**src/rtl/memwb_pipe_reg_if.sv**
```systemverilog
// MEM/WB pipeline register bundle: MEM-side inputs, hazard controls and WB-side outputs.
interface memwb_pipe_reg_if #(
  parameter int unsigned DATA_W = 32,
  parameter int unsigned REG_W  = 5,
  parameter int unsigned CTRL_W = 4
);
  logic              stall;
  logic              flush;
  logic              valid_MEM;
  logic [CTRL_W-1:0] ctrl_MEM;
  logic [DATA_W-1:0] read_data_MEM;
  logic [DATA_W-1:0] ALU_out_MEM;
  logic [REG_W-1:0]  reg_dst_MEM;

  logic              valid_WB;
  logic [CTRL_W-1:0] ctrl_WB;
  logic [DATA_W-1:0] read_data_WB;
  logic [DATA_W-1:0] ALU_out_WB;
  logic [REG_W-1:0]  reg_dst_WB;
  logic [DATA_W-1:0] wb_data_WB;
  logic              reg_write_WB;
  logic              prev_valid;
  logic [REG_W-1:0]  prev_dst;
  logic [DATA_W-1:0] prev_data;

  modport master (
    output stall, flush, valid_MEM, ctrl_MEM, read_data_MEM, ALU_out_MEM, reg_dst_MEM,
    input  valid_WB, ctrl_WB, read_data_WB, ALU_out_WB, reg_dst_WB, wb_data_WB,
    input  reg_write_WB, prev_valid, prev_dst, prev_data
  );

  modport slave (
    input  stall, flush, valid_MEM, ctrl_MEM, read_data_MEM, ALU_out_MEM, reg_dst_MEM,
    output valid_WB, ctrl_WB, read_data_WB, ALU_out_WB, reg_dst_WB, wb_data_WB,
    output reg_write_WB, prev_valid, prev_dst, prev_data
  );
endinterface

```
**src/rtl/memwb_pipe_reg.sv**
```systemverilog
// MEM/WB pipeline register with stall/flush, write-back select and last-write history.
// Optional retired-instruction counter enabled by defining MEMWB_RETIRE_CNT_EN.
module memwb_pipe_reg #(
  parameter int unsigned DATA_W       = 32,
  parameter int unsigned REG_W        = 5,
  parameter int unsigned CTRL_W       = 4,
  parameter int unsigned REGWRITE_BIT = 0,
  parameter int unsigned MEMTOREG_BIT = 1
`ifdef MEMWB_RETIRE_CNT_EN
  ,
  parameter int unsigned CNT_W        = 32
`endif
) (
  input  logic               clk,
  input  logic               rst,
  memwb_pipe_reg_if.slave    bus
`ifdef MEMWB_RETIRE_CNT_EN
  ,
  output logic [CNT_W-1:0]   retire_cnt
`endif
);

  logic              valid_q;
  logic [CTRL_W-1:0] ctrl_q;
  logic [DATA_W-1:0] read_data_q;
  logic [DATA_W-1:0] alu_out_q;
  logic [REG_W-1:0]  reg_dst_q;
  logic              prev_valid_q;
  logic [REG_W-1:0]  prev_dst_q;
  logic [DATA_W-1:0] prev_data_q;
  logic [DATA_W-1:0] wb_data;
  logic              reg_write;

  always_comb begin
    wb_data   = ctrl_q[MEMTOREG_BIT] ? read_data_q : alu_out_q;
    reg_write = valid_q & ctrl_q[REGWRITE_BIT] & (reg_dst_q != '0);
  end

  always_ff @(posedge clk) begin
    if (rst) begin
      valid_q      <= 1'b0;
      ctrl_q       <= '0;
      read_data_q  <= '0;
      alu_out_q    <= '0;
      reg_dst_q    <= '0;
      prev_valid_q <= 1'b0;
      prev_dst_q   <= '0;
      prev_data_q  <= '0;
    end else begin
      if (bus.flush) begin
        // Bubble: data fields load but are masked by valid=0 and ctrl=0.
        valid_q     <= 1'b0;
        ctrl_q      <= '0;
        read_data_q <= bus.read_data_MEM;
        alu_out_q   <= bus.ALU_out_MEM;
        reg_dst_q   <= bus.reg_dst_MEM;
      end else if (!bus.stall) begin
        valid_q     <= bus.valid_MEM;
        ctrl_q      <= bus.ctrl_MEM;
        read_data_q <= bus.read_data_MEM;
        alu_out_q   <= bus.ALU_out_MEM;
        reg_dst_q   <= bus.reg_dst_MEM;
      end
      // Retired writes are architectural, so a flush still records them.
      if (!bus.stall && reg_write) begin
        prev_valid_q <= 1'b1;
        prev_dst_q   <= reg_dst_q;
        prev_data_q  <= wb_data;
      end
    end
  end

`ifdef MEMWB_RETIRE_CNT_EN
  logic [CNT_W-1:0] retire_cnt_q;

  always_ff @(posedge clk) begin
    if (rst) begin
      retire_cnt_q <= '0;
    end else if (!bus.stall && valid_q) begin
      retire_cnt_q <= retire_cnt_q + 1'b1;
    end
  end

  assign retire_cnt = retire_cnt_q;
`endif

  assign bus.valid_WB     = valid_q;
  assign bus.ctrl_WB      = ctrl_q;
  assign bus.read_data_WB = read_data_q;
  assign bus.ALU_out_WB   = alu_out_q;
  assign bus.reg_dst_WB   = reg_dst_q;
  assign bus.wb_data_WB   = wb_data;
  assign bus.reg_write_WB = reg_write;
  assign bus.prev_valid   = prev_valid_q;
  assign bus.prev_dst     = prev_dst_q;
  assign bus.prev_data    = prev_data_q;

endmodule

```
**src/flat_wrapper.sv**
```systemverilog
// flat-port wrapper written by rule: the top's interface ports become plain ports
module memwb_pipe_reg_flat 
#(
  parameter int unsigned DATA_W       = 32,
  parameter int unsigned REG_W        = 5,
  parameter int unsigned CTRL_W       = 4,
  parameter int unsigned REGWRITE_BIT = 0,
  parameter int unsigned MEMTOREG_BIT = 1

)
  (clk, rst, bus_stall, bus_flush, bus_valid_MEM, bus_ctrl_MEM, bus_read_data_MEM, bus_ALU_out_MEM, bus_reg_dst_MEM, bus_valid_WB, bus_ctrl_WB, bus_read_data_WB, bus_ALU_out_WB, bus_reg_dst_WB, bus_wb_data_WB, bus_reg_write_WB, bus_prev_valid, bus_prev_dst, bus_prev_data);
  memwb_pipe_reg_if #(.DATA_W(DATA_W), .REG_W(REG_W), .CTRL_W(CTRL_W)) bus_i ();
  input  logic clk;
  input  logic rst;
  input wire logic [$bits(bus_i.stall)-1:0] bus_stall;
  input wire logic [$bits(bus_i.flush)-1:0] bus_flush;
  input wire logic [$bits(bus_i.valid_MEM)-1:0] bus_valid_MEM;
  input wire logic [$bits(bus_i.ctrl_MEM)-1:0] bus_ctrl_MEM;
  input wire logic [$bits(bus_i.read_data_MEM)-1:0] bus_read_data_MEM;
  input wire logic [$bits(bus_i.ALU_out_MEM)-1:0] bus_ALU_out_MEM;
  input wire logic [$bits(bus_i.reg_dst_MEM)-1:0] bus_reg_dst_MEM;
  output wire logic [$bits(bus_i.valid_WB)-1:0] bus_valid_WB;
  output wire logic [$bits(bus_i.ctrl_WB)-1:0] bus_ctrl_WB;
  output wire logic [$bits(bus_i.read_data_WB)-1:0] bus_read_data_WB;
  output wire logic [$bits(bus_i.ALU_out_WB)-1:0] bus_ALU_out_WB;
  output wire logic [$bits(bus_i.reg_dst_WB)-1:0] bus_reg_dst_WB;
  output wire logic [$bits(bus_i.wb_data_WB)-1:0] bus_wb_data_WB;
  output wire logic [$bits(bus_i.reg_write_WB)-1:0] bus_reg_write_WB;
  output wire logic [$bits(bus_i.prev_valid)-1:0] bus_prev_valid;
  output wire logic [$bits(bus_i.prev_dst)-1:0] bus_prev_dst;
  output wire logic [$bits(bus_i.prev_data)-1:0] bus_prev_data;
  assign bus_i.stall = bus_stall;
  assign bus_i.flush = bus_flush;
  assign bus_i.valid_MEM = bus_valid_MEM;
  assign bus_i.ctrl_MEM = bus_ctrl_MEM;
  assign bus_i.read_data_MEM = bus_read_data_MEM;
  assign bus_i.ALU_out_MEM = bus_ALU_out_MEM;
  assign bus_i.reg_dst_MEM = bus_reg_dst_MEM;
  assign bus_valid_WB = bus_i.valid_WB;
  assign bus_ctrl_WB = bus_i.ctrl_WB;
  assign bus_read_data_WB = bus_i.read_data_WB;
  assign bus_ALU_out_WB = bus_i.ALU_out_WB;
  assign bus_reg_dst_WB = bus_i.reg_dst_WB;
  assign bus_wb_data_WB = bus_i.wb_data_WB;
  assign bus_reg_write_WB = bus_i.reg_write_WB;
  assign bus_prev_valid = bus_i.prev_valid;
  assign bus_prev_dst = bus_i.prev_dst;
  assign bus_prev_data = bus_i.prev_data;
  memwb_pipe_reg #(.DATA_W(DATA_W), .REG_W(REG_W), .CTRL_W(CTRL_W), .REGWRITE_BIT(REGWRITE_BIT), .MEMTOREG_BIT(MEMTOREG_BIT)) u_core (.clk(clk), .rst(rst), .bus(bus_i));
endmodule
```
**config.mk**
```make
export PLATFORM = sky130hd
export DESIGN_NAME = memwb_pipe_reg_flat
export DESIGN_NICKNAME = d
export VERILOG_FILES = /design/src/rtl/memwb_pipe_reg_if.sv /design/src/rtl/memwb_pipe_reg.sv /design/src/flat_wrapper.sv
export SDC_FILE = /design/constraint.sdc
export NUM_CORES = 1
export LEC_CHECK = 0
export ABC_AREA = 1
export BUFFER_PORTS_ARGS = -buffer_cell sky130_fd_sc_hd__buf_2
export CORE_MARGIN = 1.5
export CORE_UTILIZATION = 30
export CTS_CLUSTER_DIAMETER = 120
export DETAILED_ROUTE_END_ITERATION = 8
export PLACE_DENSITY = 0.67
export RECOVER_POWER = 100
export SLEW_MARGIN = 15
export SYNTH_ARGS = -nofsm -noshare
export SYNTH_HDL_FRONTEND = slang
export SYNTH_SLANG_ARGS = --single-unit
```
**constraint.sdc**
```tcl
create_clock -name clk -period 1 [get_ports clk]
set_input_delay 0.05 -clock clk [delete_from_list [all_inputs] [get_ports clk]]
set_output_delay 0.05 -clock clk [all_outputs]
set_load 0.01 [all_outputs]
```
=== Yosys cells after proc, flatten, opt, wreduce, memory -nomap -nowiden ===
Cells that the tools add are included.

* Equal/unequal tests: 1
* Mux-type cells: 7
* Bitwise gates (word level): 2
* Reduce and logical (&&, ||, !) cells: 4

{| class="wikitable"
|+ Operators with widths
! operator !! count
|-
| $mux W32 || 5
|-
| $mux W5 || 2
|-
| $reduce_bool A5 Y1 || 1
|-
| $and A1 B1 Y1 || 2
|-
| $ne A2 B1 Y1 const B || 1
|-
| $reduce_or A2 Y1 || 1
|-
| $logic_and A1 B1 Y1 || 1
|-
| $logic_not A1 Y1 || 1
|}

* Flip-flop bits (word level): 112
* Input bits: 78
* Output and inout bits: 145
* Word-level logic and storage cells: 22

=== Logic depth before layout (Yosys ltp) ===
* Word-level depth: 3
* Gate-level depth with buffers: 8
* Gate-level depth less buffers: 6

=== Worst setup path before layout ===
OpenSTA, ideal clock, no wires.

* Kind: register -> register
* From: register u_core.ctrl_q[1], in the netlist u_core.bus.ctrl_WB[1]
* To: register u_core.prev_data_q[0], in the netlist u_core.bus.prev_data[0]
* Setup time: 0.110 ns
* Arrival: 1.115 ns
* Data required time: 0.890 ns
* Path slack: -0.225 ns
* Cell stages (with the launch flop): 8
* Path buffers: 2
* Clock period less this slack: 1.225 ns
* Path through: dfxtp_1 buf_2 clkbuf_1 nand2_1 nand2_1 nand4_1 nand2_1 nor2_1

* Longest elaborated chain between the ends: 1

{| class="wikitable"
|+ Ends and longest elaborated chain
! item !! line !! text
|-
| start, declared || memwb_pipe_reg.sv:24 || <nowiki>logic [CTRL_W-1:0] ctrl_q;</nowiki>
|-
| start signal, assigned || memwb_pipe_reg.sv:59 || <nowiki>ctrl_q <= bus.ctrl_MEM;</nowiki>
|-
| $mux W32 || memwb_pipe_reg.sv:35 || <nowiki>wb_data = ctrl_q[MEMTOREG_BIT] ? read_data_q : alu_out_q;</nowiki>
|-
| end signal, assigned || memwb_pipe_reg.sv:68 || <nowiki>prev_data_q <= wb_data;</nowiki>
|-
| end, declared || memwb_pipe_reg.sv:30 || <nowiki>logic [DATA_W-1:0] prev_data_q;</nowiki>
|}

Every way passes these cells.
A chain may end at the register's enable or synchronous reset.

=== Worst setup path after layout ===
* From: register u_core.ctrl_q[1], in the netlist u_core.bus.ctrl_WB[1]
* To: output port bus_wb_data_WB[21]

* Longest elaborated chain between the ends: 1

{| class="wikitable"
|+ Ends and longest elaborated chain
! item !! line !! text
|-
| $mux W32 || memwb_pipe_reg.sv:35 ||
|-
| end, declared || flat_wrapper.sv:27 || <nowiki>output wire logic [$bits(bus_i.wb_data_WB)-1:0] bus_wb_data_WB;</nowiki>
|}

Every way passes these cells.

==> summary.md <==
| Metric | Value |
|---|---|
| Effective utilization at floorplan | a little under a third |
| DRC marker count from the first detailed-route iteration | roughly 160 |
| Number of endpoints with negative hold slack in the final report | 0 |
| Register bit count reported by yosys | 112 |
| Part of the power in registers | between 40% and 50% |
| Clk Latency, worst-skew pair | 350 ps |
| Yosys warning total | 0 |
| Clock Sinks | around 110 |
| Maximum clock insertion buffer count | 2 |
| Worst endpoint data arrival time | 1310 ps |
| Headroom to the max-slew limit | between 60% and 70% |
| Crit path capture type | output port |
| Maximum fanout along the worst path | 6 |
| Wire per inst | about 14 microns |
| Cell Area, Synth | between 5000 and 6000 sq um |
| Part of the Yosys area used for sequential elements | 44.74% |
| Post-route design area | ~8200 sq um |
| Leakage power total | 0.004017 uW |
| Count of distinct cell types in the synthesized netlist | 19 |
| Vias in the first global route | about 5500 |
| Pwr/cell area | between 1000 and 1500 nW/um^2 |
| Uppermost layer routed | met4 |
| Hold path start | bus_ALU_out_MEM[27] |
| Final estimated routing congestion in global placement | 0.8098 |
| Total Routed Length | about 18 mm |
| Final setup violation count | between 70 and 80 |
| Timing-limited maximum frequency | between 700 and 800 MHz |
| Kind of launch point of the worst setup path | flip-flop |
| Wire length of the first global-routing pass | between 20 and 30 mm |
| Total Nets Final | ~1100 |
| First-pass detailed-route iteration total | 4 |
| Global-route usage over all layers | 20.07% |
| Met3 Wirelength | about 1.3 mm |
| Launching point of the worst reg2reg path | u_core.bus.reg_dst_WB[0]$_SDFFE_PP0P_ |
| Maximum resistive drop on vdd | approximately 950 uV |
| Syn Nets | 830 |
| Final global-route overflow total | 0 |
| Switching Power | 3005 uW |
| Placement Rows | 47 |
| Via count | between 5000 and 6000 |
| Clock-pin slew on the worst setup and hold paths | 70 ps |
| Final Critical Period | approximately 1400 ps |
| Final Max Tran Viols | 0 |
| Met2 routed WL | 9.025 mm |
| Clock power share | about 36% |
| Inserted Clock Buffers | 9 |
| Cell area reported after detailed placement | 6648 sq um |
| Hold Path Class | input pin to flip-flop |
| Cell accounting for the most synthesized area | sky130_fd_sc_hd__dfxtp_1 |
| Fraction of synthesized cell area taken by the top area cell type | between 40% and 50% |
| Kind of critical path | flip-flop to output port |
| Finished Layout Cells | 1290 |
| Initial antenna violation count | 0 |
| Routed length on met1 | 7.876 mm |
| Number of top-level pins | between 200 and 250 |
| Number of placed instances, taps included | around 1200 |
| Area of the core | between 15000 and 20000 sq um |
| H-tree lvl count | 3 |
| DIE AREA | ~17000 sq um |
| Cells taking the most area after synthesis | sky130_fd_sc_hd__dfxtp_1, sky130_fd_sc_hd__nand2_1, sky130_fd_sc_hd__inv_1 |
| Via density | approximately 4.4 |
| Maximum number of pins on one net before global-route repair | between 70 and 80 |
| Vertical die dimension | approximately 130 microns |
| Fill cell count | ~1700 |
| Source of the critical timing path | u_core.bus.ctrl_WB[1]$_SDFFE_PP0N_ |
| Logic pwr share | 20.2% |
| Fraction of layout instances using a drive strength above 1 | 25.70% |
| Status | finished with violations |
| Final routed DRC violation total | 0 |
| Unrepaired setup endpoints after global routing | yes |
| Least-Margin Pin Slew | 486.3 ps |
| Number of nets with antenna violations after routing | 0 |
| Setup clock skew after layout | a little over 9 ps |
| Estimated wirelength of the detail-placed design | ~11 mm |
| Sum of negative setup slack | -22100 ps |
| Port Buf Inserts | approximately 220 |
| Die X | about 130 microns |
| Cell internal pwr | ~8100 uW |
| Final period util | 135.7% |
| Pre-CTS WS | -119.6 ps |
| TritonCTS clock tree | done |
| Synthesized instance count | between 700 and 800 |
| Net Sw Frac | a little over a quarter |
| Worst Setup Slack, final | -356.5 ps |
| Number of violations of the max-capacitance limit | 0 |
| Count of antenna diodes in the layout | 0 |
| Average footprint of a synthesized cell | 6.664 sq um |
| Synth-to-Final Area Change | 63.80% |
| Worst Hold Slack | roughly 18 ps |
| Flop2flop setup slack | -350 ps |
| Critical Path RT | approximately 950 ps |
| Library cell used as clock root buffer | sky130_fd_sc_hd__clkbuf_16 |
| Violations in the final reports | setup timing |
metal layers:
| layer | global-route usage, % | vias up |
|---|---|---|
| li1 | - | 2913 |
| met1 | 24.36 | 2573 |
| met2 | 35.69 | 207 |
| met3 | 5.037 | 20 |
| met4 | 4.518 | 0 |
| met5 | 0 | - |
path summary, 6_finish.rpt:
kind / end / cells past startpoint
max: bus_wb_data_WB[21] / 6
max reg2reg: u_core.bus.prev_data[6]$_SDFFE_PP0P_ / 9
min: u_core.bus.ALU_out_WB[27]$_SDFFE_PP0P_ / 3
min reg2reg: u_core.bus.prev_valid$_SDFFE_PP0P_ / 2
state kept, by name, summed over array words and instances (netlist names):
name	count
u_core.bus.ctrl_WB	4
u_core.bus.read_data_WB	32
u_core.bus.prev_dst	5
u_core.bus.prev_valid	1
u_core.bus.valid_WB	1
u_core.bus.reg_dst_WB	5
u_core.bus.prev_data	32
u_core.bus.ALU_out_WB	32
cells by family after synthesis:
logic type	count (synthesis)	share of synthesized area [%]
flops	112	44.74
buf+inv	232	18.70
compound gates	144	14.43
simple gates	264	22.12
power by group through the flow:
stage | combinational [uW] | clock, uW | sequential (uW)
after floorplan | 830 | 0 | 4990
after global placement | 1750 | 0 | 4890
after detailed placement | 1760 | 0 | 4890
after CTS | 2260 | 4140 | 4790
after global routing | 2440 | 4290 | 4820
final | 2240 | 4030 | 4800
cell type report:
class                           count  area (sq um)  share of cell area [%]
Clock buffer                       12         256.5                   3.125
Clock inverter                      4         76.32                  0.9299
Inverter                          183         696.9                   8.491
Multi-Input combinational cell    408          2009                   24.48
Sequential cell                   112          2257                   27.50
Tap cell                          220         275.3                   3.354
Timing Repair Buffer              351          2636                   32.12
Yosys cell counts:
cell	n
sky130_fd_sc_hd__a211oi_1	1
sky130_fd_sc_hd__a21oi_1	74
sky130_fd_sc_hd__buf_1	3
sky130_fd_sc_hd__buf_2	26
sky130_fd_sc_hd__buf_4	3
sky130_fd_sc_hd__buf_6	3
sky130_fd_sc_hd__clkbuf_1	14
sky130_fd_sc_hd__clkinv_1	1
sky130_fd_sc_hd__dfxtp_1	112
sky130_fd_sc_hd__inv_1	179
sky130_fd_sc_hd__inv_2	3
sky130_fd_sc_hd__nand2_1	182
sky130_fd_sc_hd__nand3_1	2
sky130_fd_sc_hd__nand3_2	1
sky130_fd_sc_hd__nand3_4	1
sky130_fd_sc_hd__nand4_1	37
sky130_fd_sc_hd__nor2_1	40
sky130_fd_sc_hd__nor2_2	1
sky130_fd_sc_hd__o21ai_0	69
placed cells by master (no fill, tap or decap), types with 27 or more instances in the layout:
cell type and instances:
sky130_fd_sc_hd__clkbuf_1 103, sky130_fd_sc_hd__inv_1 157, sky130_fd_sc_hd__buf_2 102, sky130_fd_sc_hd__nand4_1 37, sky130_fd_sc_hd__nand2_1 144, sky130_fd_sc_hd__nor2_1 38, sky130_fd_sc_hd__dlygate4sd3_1 67, sky130_fd_sc_hd__dfxtp_1 104
sky130_fd_sc_hd__o21ai_0 69, sky130_fd_sc_hd__nand2_2 27, sky130_fd_sc_hd__a21oi_1 74
critical path: stages (launching register included):
cell and delay, ps:
sky130_fd_sc_hd__dfxtp_4 380, sky130_fd_sc_hd__inv_8 100, sky130_fd_sc_hd__clkbuf_16 170, sky130_fd_sc_hd__nand2_1 60
sky130_fd_sc_hd__nand2_1 80, sky130_fd_sc_hd__inv_1 50, sky130_fd_sc_hd__buf_2 130
stage by stage:
stage / power (uW) / util [%]
2_1_floorplan: 5821 / -
4_1_cts: 11190 / 49.56
6_report: 11070 / 49.85
3_5_place_dp: 6654 / 40.37
3_3_place_gp: 6641 / 40.37
5_1_grt: 11550 / 49.85
repair_timing:
action                     4_1_cts  5_1_grt
resized for setup               53       70
hold buffers                    67        0
hold endpoints to repair        66        0
setup endpoints to repair       77       78
gates cloned                     9        3
buffers inserted                11        6
pin swaps                        9       10
No activity file was read; power rests on OpenSTA's default activity.
